### config.mk
export PLATFORM = sky130hd
export DESIGN_NAME = alu_sequencer
export DESIGN_NICKNAME = d
export VERILOG_FILES = /design/src/rtl/alu_sequencer.sv
export SDC_FILE = /design/constraint.sdc
export NUM_CORES = 1
export LEC_CHECK = 0
export ABC_AREA = 1
export ABC_CLOCK_PERIOD_IN_PS = 4300
export BUFFER_PORTS_ARGS = -buffer_cell sky130_fd_sc_hd__buf_2
export CAP_MARGIN = 20
export CORE_ASPECT_RATIO = 0.7
export CORE_MARGIN = 2
export CORE_UTILIZATION = 30
export DETAILED_ROUTE_END_ITERATION = 7
export GPL_ROUTABILITY_DRIVEN = 1
export RECOVER_POWER = 25
export SKIP_CTS_REPAIR_TIMING = 1
export SLEW_MARGIN = 20
export SYNTH_ARGS = -nofsm -noshare
export SYNTH_HDL_FRONTEND = slang
export SYNTH_SLANG_ARGS = --single-unit
### constraint.sdc
create_clock -name clk -period 4.3 [get_ports clk]
set_input_delay 0.86 -clock clk [delete_from_list [all_inputs] [get_ports clk]]
set_output_delay 0.86 -clock clk [all_outputs]
set_load 0.01 [all_outputs]
### src/rtl/alu_sequencer.sv
// Sequences single ALU commands: register the operands, wait for the external ALU to settle,
// capture the result into a first-word-fall-through response buffer and keep a running accumulator.
module alu_sequencer #(
  parameter int SETTLE_CYCLES = 2,
  parameter int FIFO_DEPTH    = 4
) (
  input  logic        clk,
  input  logic        rst,
  input  logic        cmd_valid,
  output logic        cmd_ready,
  input  logic [3:0]  cmd_opcode,
  input  logic [15:0] cmd_operand_a,
  input  logic [15:0] cmd_operand_b,
  input  logic        cmd_use_acc,
  output logic [15:0] alu_input1,
  output logic [15:0] alu_input2,
  output logic [3:0]  alu_opcode,
  input  logic [31:0] alu_result,
  input  logic [1:0]  alu_error,
  output logic        rsp_valid,
  input  logic        rsp_ready,
  output logic [31:0] rsp_result,
  output logic [1:0]  rsp_error,
  output logic [31:0] acc,
  output logic        busy
);

  localparam int AW = $clog2(FIFO_DEPTH);
  localparam int CW = (SETTLE_CYCLES > 2) ? $clog2(SETTLE_CYCLES) : 1;
  localparam logic [CW-1:0] SETTLE_LOAD = CW'((SETTLE_CYCLES > 1) ? SETTLE_CYCLES - 2 : 0);
  localparam logic [AW:0]   DEPTH_C     = (AW + 1)'(FIFO_DEPTH);

  // CAPTURE is the last settle cycle; SETTLE covers the ones before it.
  localparam logic [1:0] ST_IDLE    = 2'd0;
  localparam logic [1:0] ST_SETTLE  = 2'd1;
  localparam logic [1:0] ST_CAPTURE = 2'd2;

  logic [1:0]    state_q, state_d;
  logic [CW-1:0] cnt_q, cnt_d;
  logic [15:0]   alu_in1_q, alu_in1_d;
  logic [15:0]   alu_in2_q, alu_in2_d;
  logic [3:0]    alu_op_q, alu_op_d;
  logic [31:0]   acc_q, acc_d;
  logic [AW-1:0] wr_ptr_q, wr_ptr_d;
  logic [AW-1:0] rd_ptr_q, rd_ptr_d;
  logic [AW:0]   count_q, count_d;
  logic [33:0]   fifo_mem_q [FIFO_DEPTH];

  logic        accept;
  logic        push;
  logic        pop;
  logic [33:0] entry;

  // Response entry is {result, error}; opcodes outside the ALU set are flagged with 2'b11.
  function automatic logic [33:0] capture_entry(input logic [3:0]  op,
                                                input logic [31:0] res,
                                                input logic [1:0]  err);
    if (op == 4'd0)
      return 34'd0;
    else if (op <= 4'd5)
      return {res, err};
    else
      return {res, 2'b11};
  endfunction

  function automatic logic [31:0] next_acc(input logic [3:0]  op,
                                           input logic [31:0] res,
                                           input logic [1:0]  err,
                                           input logic [31:0] cur);
    if (op == 4'd0)
      return 32'd0;
    else if (op <= 4'd5 && err == 2'b00)
      return res;
    else
      return cur;
  endfunction

  assign cmd_ready  = !rst && (state_q == ST_IDLE) && (count_q < DEPTH_C);
  assign rsp_valid  = !rst && (count_q != '0);
  assign accept     = cmd_valid && cmd_ready;
  assign pop        = rsp_valid && rsp_ready;
  assign entry      = capture_entry(alu_op_q, alu_result, alu_error);
  assign rsp_result = fifo_mem_q[rd_ptr_q][33:2];
  assign rsp_error  = fifo_mem_q[rd_ptr_q][1:0];
  assign alu_input1 = alu_in1_q;
  assign alu_input2 = alu_in2_q;
  assign alu_opcode = alu_op_q;
  assign acc        = acc_q;
  assign busy       = (state_q != ST_IDLE);

  always_comb begin
    state_d   = state_q;
    cnt_d     = cnt_q;
    alu_in1_d = alu_in1_q;
    alu_in2_d = alu_in2_q;
    alu_op_d  = alu_op_q;
    acc_d     = acc_q;
    push      = 1'b0;
    case (state_q)
      ST_IDLE: begin
        if (accept) begin
          alu_in1_d = cmd_use_acc ? acc_q[15:0] : cmd_operand_a;
          alu_in2_d = cmd_operand_b;
          alu_op_d  = cmd_opcode;
          cnt_d     = SETTLE_LOAD;
          state_d   = (SETTLE_CYCLES > 1) ? ST_SETTLE : ST_CAPTURE;
        end
      end
      ST_SETTLE: begin
        if (cnt_q == '0)
          state_d = ST_CAPTURE;
        else
          cnt_d = cnt_q - 1'b1;
      end
      ST_CAPTURE: begin
        push    = 1'b1;
        acc_d   = next_acc(alu_op_q, alu_result, alu_error, acc_q);
        state_d = ST_IDLE;
      end
      default: state_d = ST_IDLE;
    endcase
  end

  // Pointers wrap naturally because the depth is a power of two.
  always_comb begin
    wr_ptr_d = push ? wr_ptr_q + 1'b1 : wr_ptr_q;
    rd_ptr_d = pop  ? rd_ptr_q + 1'b1 : rd_ptr_q;
    count_d  = count_q;
    if (push && !pop)
      count_d = count_q + 1'b1;
    else if (pop && !push)
      count_d = count_q - 1'b1;
  end

  always_ff @(posedge clk) begin
    if (rst) begin
      state_q   <= ST_IDLE;
      cnt_q     <= '0;
      alu_in1_q <= '0;
      alu_in2_q <= '0;
      alu_op_q  <= '0;
      acc_q     <= '0;
      wr_ptr_q  <= '0;
      rd_ptr_q  <= '0;
      count_q   <= '0;
    end else begin
      state_q   <= state_d;
      cnt_q     <= cnt_d;
      alu_in1_q <= alu_in1_d;
      alu_in2_q <= alu_in2_d;
      alu_op_q  <= alu_op_d;
      acc_q     <= acc_d;
      wr_ptr_q  <= wr_ptr_d;
      rd_ptr_q  <= rd_ptr_d;
      count_q   <= count_d;
    end
  end

  always_ff @(posedge clk) begin
    if (push && !rst)
      fifo_mem_q[wr_ptr_q] <= entry;
  end

endmodule

### Yosys cells after proc, flatten, opt, wreduce, memory -nomap -nowiden

Memories as Yosys holds them, arrays and structs flattened. A register that Yosys moved wholly into a read port is not among the register bits.
Index checks and enable logic that the tools add are counted.

| word-level totals | value |
|---|---|
| RAM bits | 136 |
| logic and storage cells | 63 |
| bits of input ports | 75 |
| bits in registers | 78 |
| memories kept | 1 |
| output and inout bits | 105 |

| cells by class | value |
|---|---|
| equal/unequal tests | 4 |
| reductions and logical operators | 24 |
| mux-type cells | 18 |
| $lt $le $gt $ge | 2 |
| add/subtract/negate cells | 5 |

Memories:

| memory | words | bits a word | read ports | clocked after memory_dff | wr ports | line | RTL |
|---|---|---|---|---|---|---|---|
| fifo_mem_q | 4 | 34 | 1 | 1 | 1 | 47 | `logic [33:0] fifo_mem_q [FIFO_DEPTH];` |

Operators by type and width:

| cell | count |
|---|---|
| 32-bit two-way mux | 2 |
| 34-bit two-way mux | 1 |
| 16-bit two-way mux | 1 |
| 2-bit two-way mux | 5 |
| 1-bit logical AND | 9 |
| 2-bit AND reduction | 4 |
| 2-bit nonzero test | 4 |
| 3-bit two-way mux | 2 |
| 1-bit two-way mux | 5 |
| 2-bit by 1-bit adder with 2-bit output (second input constant) | 2 |
| 4-bit by 3-bit less-or-equal comparator with 1-bit output (second input constant) | 1 |
| 2-bit logical NOT | 2 |
| 4-bit logical NOT | 1 |
| 2-bit inequality test (second input constant) | 2 |
| 2-bit one-hot mux with 2 select lines | 1 |
| 3-bit by 1-bit adder with 3-bit output (second input constant) | 1 |
| 1-bit logical NOT | 3 |
| 3-bit less-than comparator (second input constant) | 1 |
| 3-bit nonzero test | 1 |
| 3-bit by 1-bit subtractor with 3-bit output (second input constant) | 1 |
| 2-bit by 1-bit equality test with 1-bit output (second input constant) | 1 |
| 2-bit equality test (second input constant) | 1 |
| 1-bit one-hot mux with 2 select lines | 1 |
| 1-bit subtractor (second input constant) | 1 |

### Longest topological paths before layout

Gate-level depths: netlist (run 1).

| logic depth | value |
|---|---|
| depth after elaboration | 6 |
| depth in mapped cells | 11 |

### Worst setup path before layout (run 1)

OpenSTA, ideal clock, no wires.

| path | value |
|---|---|
| path kind | input port to flip-flop |
| start point | input rst |
| end point | memory fifo_mem_q[0][0], enable pin |
| setup time | 425 ps |
| buffers on the path | 1 |
| slack | 1102 ps |
| cell stages on the path | 4 |
| arrival | 2773 ps |
| cell sequence | inv_2 clkbuf_1 nand2_1 nor2_1 |

| between the ends | value |
|---|---|
| cells in the longest elaborated chain, start to end | 4 |

Ends and longest elaborated chain:

| item | line | RTL |
|---|---|---|
| start: declaration | 8 | `input logic rst,` |
| 1-bit logical NOT | 160 | `if (push && !rst)` |
| 1-bit logical AND | 160 |  |
| 1-bit two-way mux | 160 |  |
| 1-bit two-way mux (not written as such) | 161 | `fifo_mem_q[wr_ptr_q] <= entry;` |
| end: declaration | 47 |  |

No other way between the ends.

### Worst setup path after layout (run 1)

| path | value |
|---|---|
| start point | input rst |
| end point | output rsp_valid |

| between the ends | value |
|---|---|
| cells in the longest elaborated chain, start to end | 2 |

Ends and longest elaborated chain:

| item | line | RTL |
|---|---|---|
| 1-bit logical NOT | 79 | `assign rsp_valid = !rst && (count_q != '0);` |
| 1-bit logical AND | 79 |  |
| end: declaration | 20 | `output logic rsp_valid,` |

No other way between the ends.

==> results of run 1 <==
-- layer usage --
layer  GRT usage [%]  vias to the layer above  routed length, um
met2            23.8                      172              10500
li1                -                     3221                  -
met4            2.36                        4                318
met3            3.54                       30               1590
met5               0                        -                 24
met1            20.3                     3130              10300
-- logic make-up (layout without fill, tap and decap cells) --
family                     count (synthesis)  in the layout  synth area share (%)
other                                      0              2                     0
AOI/OAI and AO/OA                        201            201                  12.2
DFF                                      215            215                  65.8
and+or+nand+nor                          314            314                  14.6
buffers and inverters                    123            294                  6.39
adders and majority gates                  6              6                 0.959
xor gates and xnor gates                   1              1                 0.102
-- cell type report --
type                    count  share of cell area, %
flip-flops and latches    215                   54.8
multi-input cells         522                   23.2
repair buffers            189                   8.76
clock buffers              25                   5.22
well taps                 371                   4.49
inverters                  68                   2.48
clock inverters            12                   1.00
diodes                      2                 0.0484
-- cells in the final DEF (no fill, tap or decap), drive strengths merged, types with 5 or more instances in the layout --
master    n
nor2    115
ha        5
o22ai    34
dfxtp    79
clkbuf   73
clkinv   11
a21oi    74
inv      65
nand2   160
edfxtp  136
o21ai    91
buf     141
nand3    35
-- metrics by stage --
step / worst slack, ps / hold slack, ps / std cells / total power, W / instance area, sq um
2_1_floorplan: 1100 / 471 / 860 / 0.00272 / 8610
3_3_place_gp: 1420 / 449 / 1365 / 0.00292 / 9790
3_5_place_dp: 1330 / 452 / 1365 / 0.00293 / 9790
4_1_cts: 784 / 462 / 1402 / 0.00471 / 10400
5_1_grt: 397 / 482 / 1402 / 0.00487 / 10300
6_report: 567 / 464 / 1404 / 0.00466 / 10300
-- flip-flops by register name, indices dropped and copies added (netlist names), 3 cells and up, named ones only --
name	count
alu_input2	16
fifo_mem_q	136
alu_input1	16
acc	32
alu_opcode	4
count_q	3
-- worst paths after layout --
path | start | end | slack (ps) | cells after the start
setup reg to reg | state_q[1] | fifo_mem_q[0][30] | 1480 | 5
hold reg to reg | alu_input2[6] | alu_input2[6] | 460 | 2
hold / removal | alu_input2[6] | alu_input2[6] | 460 | 2
setup / recovery | rst | rsp_valid | 570 | 4
-- power groups by stage --
stage	Sequential, W	Clock [W]	Combinational (W)
floorplan	0.00236	0	0.000358
global placement	0.00235	0	0.000569
finish	0.00231	0.00179	0.000563
global route	0.00231	0.00192	0.000634
CTS	0.00231	0.00183	0.000579
detailed placement	0.00235	0	0.000577
-- worst max-delay path, delay by kind of cell --
family	cells	cell delay [ps]
buffers and inverters	3	1770
AOI/OAI and AO/OA	1	230
==> summary by stage, run 1 <==
Run status
The flow ran to the end, but the final reports show violations. The checks that failed: max-capacitance violations, max-slew violations.

STA
Setup repair after global routing left no endpoint under its margin. The actual slew at the worst max-slew pin is about 2000 ps. The total negative setup slack is 0 ps. The tightest slew margin relative to the limit is -30.9%. For this run, the top clock speed supported by timing is 268 MHz. The final clock skew is between 15 and 20 ps.

The worst path uses 86.8% of the clock period. The final number of hold-violating endpoints is 0. The final count of pins violating max slew is roughly 100.

The worst path in the final design needs a cycle of 3730 ps, including I/O delays and setup. The final-report setup violation count is 0.

Yosys
The synthesized design contains roughly 220 register bits. The commonest cells after synthesis are sky130_fd_sc_hd__nand2_1, sky130_fd_sc_hd__edfxtp_1, sky130_fd_sc_hd__nor2_1, sky130_fd_sc_hd__o21ai_0, sky130_fd_sc_hd__dfxtp_1. The number of nets in the synthesized netlist is 941.

After synthesis, the share of flip-flops with an asynchronous set or reset is 0%. Sequential cells were found to cover 65.8% of the synthesized design area. The cell type with the highest aggregate area in the netlist is sky130_fd_sc_hd__edfxtp_1. By area the synthesized netlist is led by sky130_fd_sc_hd__edfxtp_1, sky130_fd_sc_hd__dfxtp_1, sky130_fd_sc_hd__nand2_1. After technology mapping, the gate count stands at 860. The portion of synthesized cell area occupied by the leading cell type is 47.4%. Yosys instantiated no cell more often than sky130_fd_sc_hd__nand2_1. The main flop type after synthesis is sky130_fd_sc_hd__edfxtp_1. The warning count from the yosys run is 0.

Dividing the synthesized area by the synthesized cell count gives 10.0 sq um. The number of distinct library cells after synthesis is 26. The synthesized design contains 136 enable-type register cells. The cell area after synthesis is 8610 sq um.

Routing
The total via count after detailed routing is around 6600. For this run, design rule violations remaining after detail routing come to 0. The sum of routed wire length over all layers is 22800 um. The mean routed wirelength per cell is around 16 um. The remaining number of nets flagged by the antenna check after routing is 0. The via count normalized by instance count is about 4.7. The violation count after the first detailed-routing iteration is 464. The pre-antenna-repair detailed-routing pass consisted of 5 iterations.

Place
The HPWL reported at the end of detailed placement is 15200 um. The count of input and output buffers is 179. The final weighted congestion of routability-driven global placement is 0.794.

Clock network
Counting along the longest clock path gives a buffer depth of 3. CTS saw ~220 sinks. CTS built an H-tree with a depth of 1.

The clock input transition at the sequential cells of the worst setup and hold paths is ~60 ps. Counting the buffers created by CTS gives 21. The cell sitting at the root of the clock tree is a sky130_fd_sc_hd__clkbuf_16.

The latest clock arrival within the worst-skew pair is 500 ps. TritonCTS built the clock tree.

Floorplanning
The area of the die is 30100 sq um. The number of standard-cell rows in the floorplan is 51. The die outline height is 146 um.

The core area is 28000 sq um. The count of pins on the block boundary is 180. The horizontal die dimension is 207 um. The initial core utilization is 30.7%.

GRT
The total global routing track utilization is 14.7%. The first global-routing pass estimated between 30000 and 40000 um of wire. The initial antenna violation count is 4. The number of global-route vias before repair is 6169. Entering global routing, the biggest net connects 69 pins. After global routing the overflow that remains totals 0.

Worst hold path
The min-delay analysis places its worst path in the category reg2reg.

Cells and area
The multi-input combinational cells in the finished layout cover a total of 2400 sq um. Across the whole layout, storage elements account for 5670 sq um. The count of fill cells added during filler insertion is approximately 2900. Cells with a size suffix above 1 make up 17.2% of the layout.

The area overhead of the layout relative to synthesis is 20.1%. The utilization of the core after routing is 36.9%. The layout net count is 1098.

Power
The portion of total power attributed to combinational logic is between 10% and 20%. The worst vdd rail ir drop is 0.190 mV. The sequential share of power is between 40% and 50%. The switching part of the total is between 20% and 30%. The internal power component is 0.00346 W.

The fraction of power consumed by the clock network is 38.4%. The leakage power summed over all cells is 4.11 nW. The power density relative to cell area is roughly 450 nW/um^2. For this design the total switching power over the nets is 0.00121 W.

Critical path
The maximum single-stage delay on the critical path is 1390 ps. The kind of capture point of the worst setup path is an output pin. The maximum net fanout on the critical path is 39.

The arrival time of data at the critical path endpoint is 2870 ps. Data on the critical path is required at its endpoint by 3440 ps. The critical path start-end classification is in2out. The kind of start point of the critical path is an input port.

Traced cell by cell, the critical path runs through clkbuf_1 -> clkbuf_1 -> a31oi_1 -> buf_2. The slowest stage of the critical path is the sky130_fd_sc_hd__clkbuf_1 cell. The most common cell type on the critical path is sky130_fd_sc_hd__clkbuf_1.

Job
The number of max-cap violations is 4.
Note: power is estimated with default switching activity, not from simulation.
==> run 2: changes to the inputs <==
--- a/config.mk
+++ b/config.mk
@@ -10,12 +10,13 @@
 export BUFFER_PORTS_ARGS = -buffer_cell sky130_fd_sc_hd__buf_2
 export CAP_MARGIN = 20
 export CORE_ASPECT_RATIO = 0.7
-export CORE_MARGIN = 2
+export CORE_MARGIN = 5
 export CORE_UTILIZATION = 30
 export DETAILED_ROUTE_END_ITERATION = 7
 export GPL_ROUTABILITY_DRIVEN = 1
 export RECOVER_POWER = 25
 export SKIP_CTS_REPAIR_TIMING = 1
+export SKIP_LAST_GASP = 1
 export SLEW_MARGIN = 20
 export SYNTH_ARGS = -nofsm -noshare
 export SYNTH_HDL_FRONTEND = slang
==> summary by stage, run 2 (synthesized netlist as in run 1, its figures left out) <==
Clock network
The master cell of the clock root buffer is sky130_fd_sc_hd__clkbuf_16. TritonCTS built the clock tree. The number of H-tree levels is 1 (unchanged). The buffer levels on the longest clock path was 3 (unchanged). The clock input transition at the sequential cells of the worst setup and hold paths was 60 ps (about the same). The latest clock arrival within the worst-skew pair is 500 ps (about the same).

The number of CTS-inserted buffers is 22 (+4.8%). The clock sink count is 215 (unchanged).

Routing
The via count normalized by instance count came to 4.70 (+0.62%). The number of search-and-repair iterations in the first detailed-routing pass is 5 (unchanged). The violation count after the first detailed-routing iteration is 424 (-8.6%). The mean routed wirelength per cell is 16.5 um (+1.6%). The number of remaining DRC errors is 0 (unchanged). The length of routed met3 wiring is 2040 um (+28%). The sum of routed wire length over all layers is 23200 um (+1.8%).

The sum of met2 wire segment lengths after detailed routing is 10400 um (-1.3%). The remaining number of nets flagged by the antenna check after routing is 0 (unchanged). The post-route met1 wirelength is 10400 um (+0.22%). The total via count after detailed routing is 6607 (+0.76%). The highest metal layer carrying signal wires in the routed design is met5.

Cells and area
The number of flip-flops in the largest register is 136 (unchanged). The post-route cell area is 10300 sq um (about the same). The count of fill cells added during filler insertion is 2879 (+0.81%). The utilization of the core after routing is 36.8% (-0.088 points).

The layout net count was 1099 (+0.091%). The area overhead of the layout relative to synthesis is 20.1% (about the same). In the layout the commonest cells are sky130_fd_sc_hd__nand2_1, sky130_fd_sc_hd__edfxtp_1, sky130_fd_sc_hd__buf_2. Leaving out fill and tap cells, the most frequent cell in the layout is sky130_fd_sc_hd__nand2_1. The post-route non-filler standard cell count is 1406 (+0.14%). The register name with the most flops is fifo_mem_q. The share of layout cells above drive strength 1 is 16.3% (-0.90 points).

Job
The number of max-cap violations is 3 (-1).

Run status
The final reports fail on max-capacitance violations, max-slew violations. The flow ran to the end, but the final reports show violations.

GRT
The wire length of the first global-routing pass was 35200 um (+0.81%). The residual overflow from global routing is 0 (unchanged). The number of global-route vias before repair is 6236 (+1.1%). The initial antenna violation count is 3 (-1). The largest net degree at the start of global routing is 69 (unchanged). The total global routing track utilization is 13.8% (-0.91 points).

STA
The actual slew at the worst max-slew pin is 2050 ps (+90.5 ps). The final clock skew was 12.4 ps (-5.35 ps). The final cycle utilization of the critical path was 82.2% (-4.7 points). The maximum operating frequency is 283 MHz (+5.7%). The tightest slew margin relative to the limit is -37.0% (-6.0 points). The final period demand of the worst path is 3530 ps (-201 ps). The final count of pins violating max slew is 111 (+6.7%). The final number of hold-violating endpoints is 0 (unchanged). The final hold slack is 460 ps (-3.75 ps).

The final-report setup violation count is 0 (unchanged). Setup repair after global routing left no endpoint under its margin. The total negative setup slack was 0 ps (unchanged).

Critical path
The required time reported for the critical path endpoint came to 3440 ps (about the same). The kind of start point of the critical path is an input port. The most common cell type on the critical path is sky130_fd_sc_hd__clkbuf_1.

The arrival time of data at the critical path endpoint is 2670 ps (-200 ps). In this run the critical register-to-register path is launched from state_q[1]. The worst register-to-register path ends at fifo_mem_q[2][31]. The register-to-register path setup slack is 1570 ps (+90 ps).

Traced cell by cell, the critical path runs through clkbuf_1 -> clkbuf_1 -> a31oi_1 -> buf_2. By startpoint and endpoint, the worst setup path is classified as in2out. STA classifies the critical path endpoint as an output pin. The slowest stage cell on the critical path is sky130_fd_sc_hd__clkbuf_1. The maximum single-stage delay on the critical path is 1350 ps (-40 ps). The number of cells on the worst reg-to-reg path is 5 (unchanged). The maximum net fanout on the critical path is 39 (unchanged).

Power
The fraction of power consumed by the clock network is 37.7% (-0.7 points). The worst vdd rail ir drop is 0.210 mV (+10%). The power spent charging and discharging nets was 0.00119 W (-1.2%). The internal power component is 0.00341 W (-1.2%).

The switching part of the total was 25.9% (about the same). The leakage power summed over all cells is 4.07 nW (-1.1%). The sequential share of power came to 50.1% (+0.6 points).

The power density relative to cell area was 445 nW/um^2 (-1.2%). The portion of total power attributed to combinational logic came to 12.2% (about the same).

Place
The HPWL reported at the end of detailed placement is 15500 um (+2.4%). The final weighted congestion of routability-driven global placement came to 0.806 (+1.5%). The total placed cells including tap cells came to 1365 (unchanged). The count of input and output buffers is 179 (unchanged). The total cell area at the placement stage came to 9790 sq um (unchanged).

Floorplanning
The number of standard-cell rows in the floorplan is 51 (unchanged). The horizontal die dimension is 213 um (+2.9%). The count of pins on the block boundary is 180 (unchanged). The die outline height is 152 um (+4.1%).

The area of the die is 32300 sq um (+7.1%). The core area is 28100 sq um (+0.23%). The initial core utilization is 30.7% (-0.070 points).

Worst hold path
The worst hold path belongs to the class reg2reg. In this run the most critical hold path is launched from alu_input1[12]. The endpoint with the worst hold slack is alu_input1[12].

The instance count along the most critical hold path is 2 (unchanged).
run 2: area by class of cell:
| class | count | area (sq um) | share of cell area [%] |
|---|---|---|---|
| Multi-Input combinational cell | 522 | 2420 | 23.4 |
| Clock inverter | 10 | 45.0 | 0.435 |
| Timing Repair Buffer | 189 | 891 | 8.61 |
| Antenna cell | 2 | 5.00 | 0.0484 |
| Tap cell | 371 | 464 | 4.49 |
| Sequential cell | 215 | 5670 | 54.8 |
| Clock buffer | 29 | 598 | 5.78 |
| Inverter | 68 | 256 | 2.48 |
run 2: worst max path at each step:
stage	from	endpoint	slack (ps)
after global routing	rst	cmd_ready	530
after CTS	flop	rsp_result[1]	810
after floorplan	rst	fifo_mem_q[0][0]	1100
after global placement	flop	rsp_result[15]	1390
final	rst	rsp_valid	770
after detailed placement	flop	rsp_result[12]	1360
run 2: critical path, delay by kind of cell:
kind                   cells  cell delay [ps]
buffers and inverters      3             1700
AOI/OAI and AO/OA          1              110
run 2: metrics by stage:
stage               worst slack (ps)  total power (W)
floorplan                       1100          0.00272
global placement                1390          0.00292
detailed placement              1360          0.00293
CTS                              809          0.00468
global route                     529          0.00482
finish                           767          0.00461
run 2: metal layers:
metal	vias up	global-route usage, %
met5	-	1.25
met4	2	2.69
met3	33	3.52
met2	239	21.4
met1	3106	19.7
li1	3227	-
run 2: power by group through the flow:
| stage | sequential, W | combinational, W | clock (W) |
|---|---|---|---|
| floorplan | 0.00236 | 0.000358 | 0 |
| global placement | 0.00235 | 0.000571 | 0 |
| detailed placement | 0.00235 | 0.000578 | 0 |
| CTS | 0.00231 | 0.000580 | 0.00179 |
| global route | 0.00231 | 0.000633 | 0.00188 |
| finish | 0.00231 | 0.000560 | 0.00174 |
==> run 3: changes to the inputs <==
--- a/config.mk
+++ b/config.mk
@@ -6,7 +6,7 @@
 export NUM_CORES = 1
 export LEC_CHECK = 0
 export ABC_AREA = 1
-export ABC_CLOCK_PERIOD_IN_PS = 4300
+export ABC_CLOCK_PERIOD_IN_PS = 3400
 export BUFFER_PORTS_ARGS = -buffer_cell sky130_fd_sc_hd__buf_2
 export CAP_MARGIN = 20
 export CORE_ASPECT_RATIO = 0.7
==> constraint.sdc (replaced) <==
create_clock -name clk -period 3.4 [get_ports clk]
set_input_delay 0.68 -clock clk [delete_from_list [all_inputs] [get_ports clk]]
set_output_delay 0.68 -clock clk [all_outputs]
set_load 0.01 [all_outputs]
==> summary by stage, run 3 (synthesized netlist as in run 1, its figures left out) <==
Routing
The via count normalized by instance count is 4.69 (-0.20%). The number of search-and-repair iterations in the first detailed-routing pass is 5 (unchanged). The total via count after detailed routing is 6631 (+0.36%). The violation count after the first detailed-routing iteration came to 439 (+3.5%). The remaining number of nets flagged by the antenna check after routing came to 0 (unchanged).

The number of remaining DRC errors is 0 (unchanged). The sum of routed wire length over all layers came to 23400 um (+0.88%). The mean routed wirelength per cell is 16.6 um (+0.31%).

Worst hold path
In this run the worst hold path is classified as in2reg.

Power
The leakage power summed over all cells came to 4.25 nW (+4.5%). The power density relative to cell area is 592 nW/um^2 (+33%). The worst vdd rail ir drop is 0.316 mV (+51%).

Cells and area
The top cell types in the final layout, fill and taps aside, are sky130_fd_sc_hd__nand2_1, sky130_fd_sc_hd__buf_2, sky130_fd_sc_hd__edfxtp_1. The number of diodes is 0 (-2). The layout net count is 1106 (+0.64%). The number of flip-flops in the largest register is 136 (unchanged). The area growth from synthesis to layout is 23.2%. The share of layout cells above drive strength 1 is 19.1% (+2.8 points). Leaving out fill and tap cells, the most frequent cell in the layout is sky130_fd_sc_hd__nand2_1. fifo_mem_q holds more flip-flops than any other register.

GRT
The total global routing track utilization is 13.9% (+0.13 points). The residual overflow from global routing is 0 (unchanged). The wire length of the first global-routing pass came to 35300 um (+0.35%). The largest net degree at the start of global routing is 69 (unchanged).

The initial antenna violation count is 2 (-1). The number of global-route vias before repair came to 6336 (+1.6%).

STA
The final critical path takes up 84.3% of the cycle. The final count of pins violating max slew is 0 (-100%). The final clock skew is 15.9 ps (+3.53 ps).

Counting I/O delays and the setup requirement, the final critical path takes 2870 ps. Based on the critical path, the design can be clocked at up to 349 MHz. Setup repair after global routing left no endpoint under its margin. The final-report setup violation count is 0 (unchanged).

The total negative setup slack is 0 ps (unchanged). The actual slew at the worst max-slew pin is 1370 ps (-681 ps). The final number of hold-violating endpoints was 0 (unchanged). The final hold slack is 409 ps (-50.6 ps).

The tightest slew margin relative to the limit is 8.42% (+45 points).

Job
The number of max-cap violations is 0 (-3).

Clock network
The clock sink count is 215 (unchanged). The clock input transition at the sequential cells of the worst setup and hold paths is 60 ps (about the same). TritonCTS built the clock tree. The tree is rooted in a sky130_fd_sc_hd__clkbuf_16.

The number of H-tree levels is 1 (unchanged). The buffer levels on the longest clock path is 3 (unchanged). The latest clock arrival within the worst-skew pair is 520 ps (+20 ps).

The number of CTS-inserted buffers is 24 (+9.1%).

Critical path
The slowest stage cell on the critical path is sky130_fd_sc_hd__buf_4. The kind of capture point of the worst setup path is an output pin. The arrival time of data at the critical path endpoint is 2190 ps (-480 ps). The capture point of the worst reg-to-reg path is acc[4]. The critical path is of the reg2out type. The register-to-register path setup slack is 890 ps (-680 ps). The number of cells on the worst reg-to-reg path was 6 (+1). The required time reported for the critical path endpoint is 2720 ps (-720 ps). The maximum net fanout on the critical path is 68 (+74%). Following the worst setup path forward leads to its endpoint at rsp_result[2]. STA classifies the critical path startpoint as a flop. The maximum single-stage delay on the critical path came to 530 ps (-820 ps).

The startpoint identified for the worst register-to-register timing path is alu_opcode[3]. Traced cell by cell, the critical path runs through buf_4 -> o21ai_0 -> o22ai_1 -> buf_2.

Place
The count of input and output buffers was 179 (unchanged). The HPWL reported at the end of detailed placement came to 15500 um (-0.32%). The final weighted congestion of routability-driven global placement came to 0.790 (-2.0%).

Floorplanning
The horizontal die dimension is 213 um (unchanged). The die outline height is 152 um (unchanged). The initial core utilization is 30.7% (unchanged). The area of the die is 32300 sq um (unchanged). The number of standard-cell rows in the floorplan is 51 (unchanged).

The core area came to 28100 sq um (unchanged). The count of pins on the block boundary is 180 (unchanged).

Run status
The run finished with clean final reports.
-- run 3: changes by cell type in the layout (fill, tap and decap cells not counted), moves of 3 or more --
cell	delta
sky130_fd_sc_hd__buf_12	+4
sky130_fd_sc_hd__buf_2	+16
sky130_fd_sc_hd__buf_4	+3
sky130_fd_sc_hd__bufinv_16	+3
sky130_fd_sc_hd__clkbuf_1	-19
sky130_fd_sc_hd__clkinv_1	-3
-- run 3: cell type report --
cell class,instances,area [sq um]
inverter,68,255
sequential,215,5670
clock buffer,31,648
multi-input combinational,522,2420
timing repair buffer,194,1010
fill,2835,17500
tap,371,464
clock inverter,13,149
-- run 3: metrics by stage --
step / util [%] / area, sq um / std cells / total power [W] / setup slack, ps
3_3_place_gp: 35.2 / 9880 / 1370 / 0.00371 / 963
2_1_floorplan: - / 8610 / 860 / 0.00344 / 382
5_1_grt: 37.8 / 10600 / 1414 / 0.00657 / 400
3_5_place_dp: 35.2 / 9880 / 1370 / 0.00372 / 934
4_1_cts: 38.0 / 10700 / 1414 / 0.00637 / 554
6_report: 37.8 / 10600 / 1414 / 0.00628 / 533
-- run 3: critical path, delay by kind of cell (launching register included) --
kind | cells | cell delay (ps)
flops | 1 | 330
buf+inv | 2 | 740
compound gates | 2 | 550
-- run 3: worst min-delay path by stage --
stage          cells after the start              to  slack (ps)         startpoint
2_1_floorplan                      2            flop         470        rd_ptr_q[1]
3_3_place_gp                       2   alu_input2[9]         450      alu_input2[9]
3_5_place_dp                       2   alu_input2[5]         450      alu_input2[5]
4_1_cts                            3   alu_opcode[3]         380      cmd_opcode[3]
5_1_grt                            3  alu_input2[12]         390  cmd_operand_b[12]
6_report                           3   alu_input2[4]         410   cmd_operand_b[4]
-- run 3: layer usage --
metal | vias to the layer above | wire, um | track usage [%]
li1 | 3245 | - | -
met1 | 3157 | 10700 | 19.5
met2 | 184 | 10700 | 22.2
met3 | 41 | 1570 | 3.42
met4 | 4 | 393 | 2.72
met5 | - | 21 | 0
-- run 3: where the power goes --
| group | internal [W] | switching, W | total, W |
|---|---|---|---|
| registers | 0.00288 | 0.0000379 | 0.00292 |
| clock network | 0.00158 | 0.00105 | 0.00263 |
| logic | 0.000219 | 0.000512 | 0.000731 |
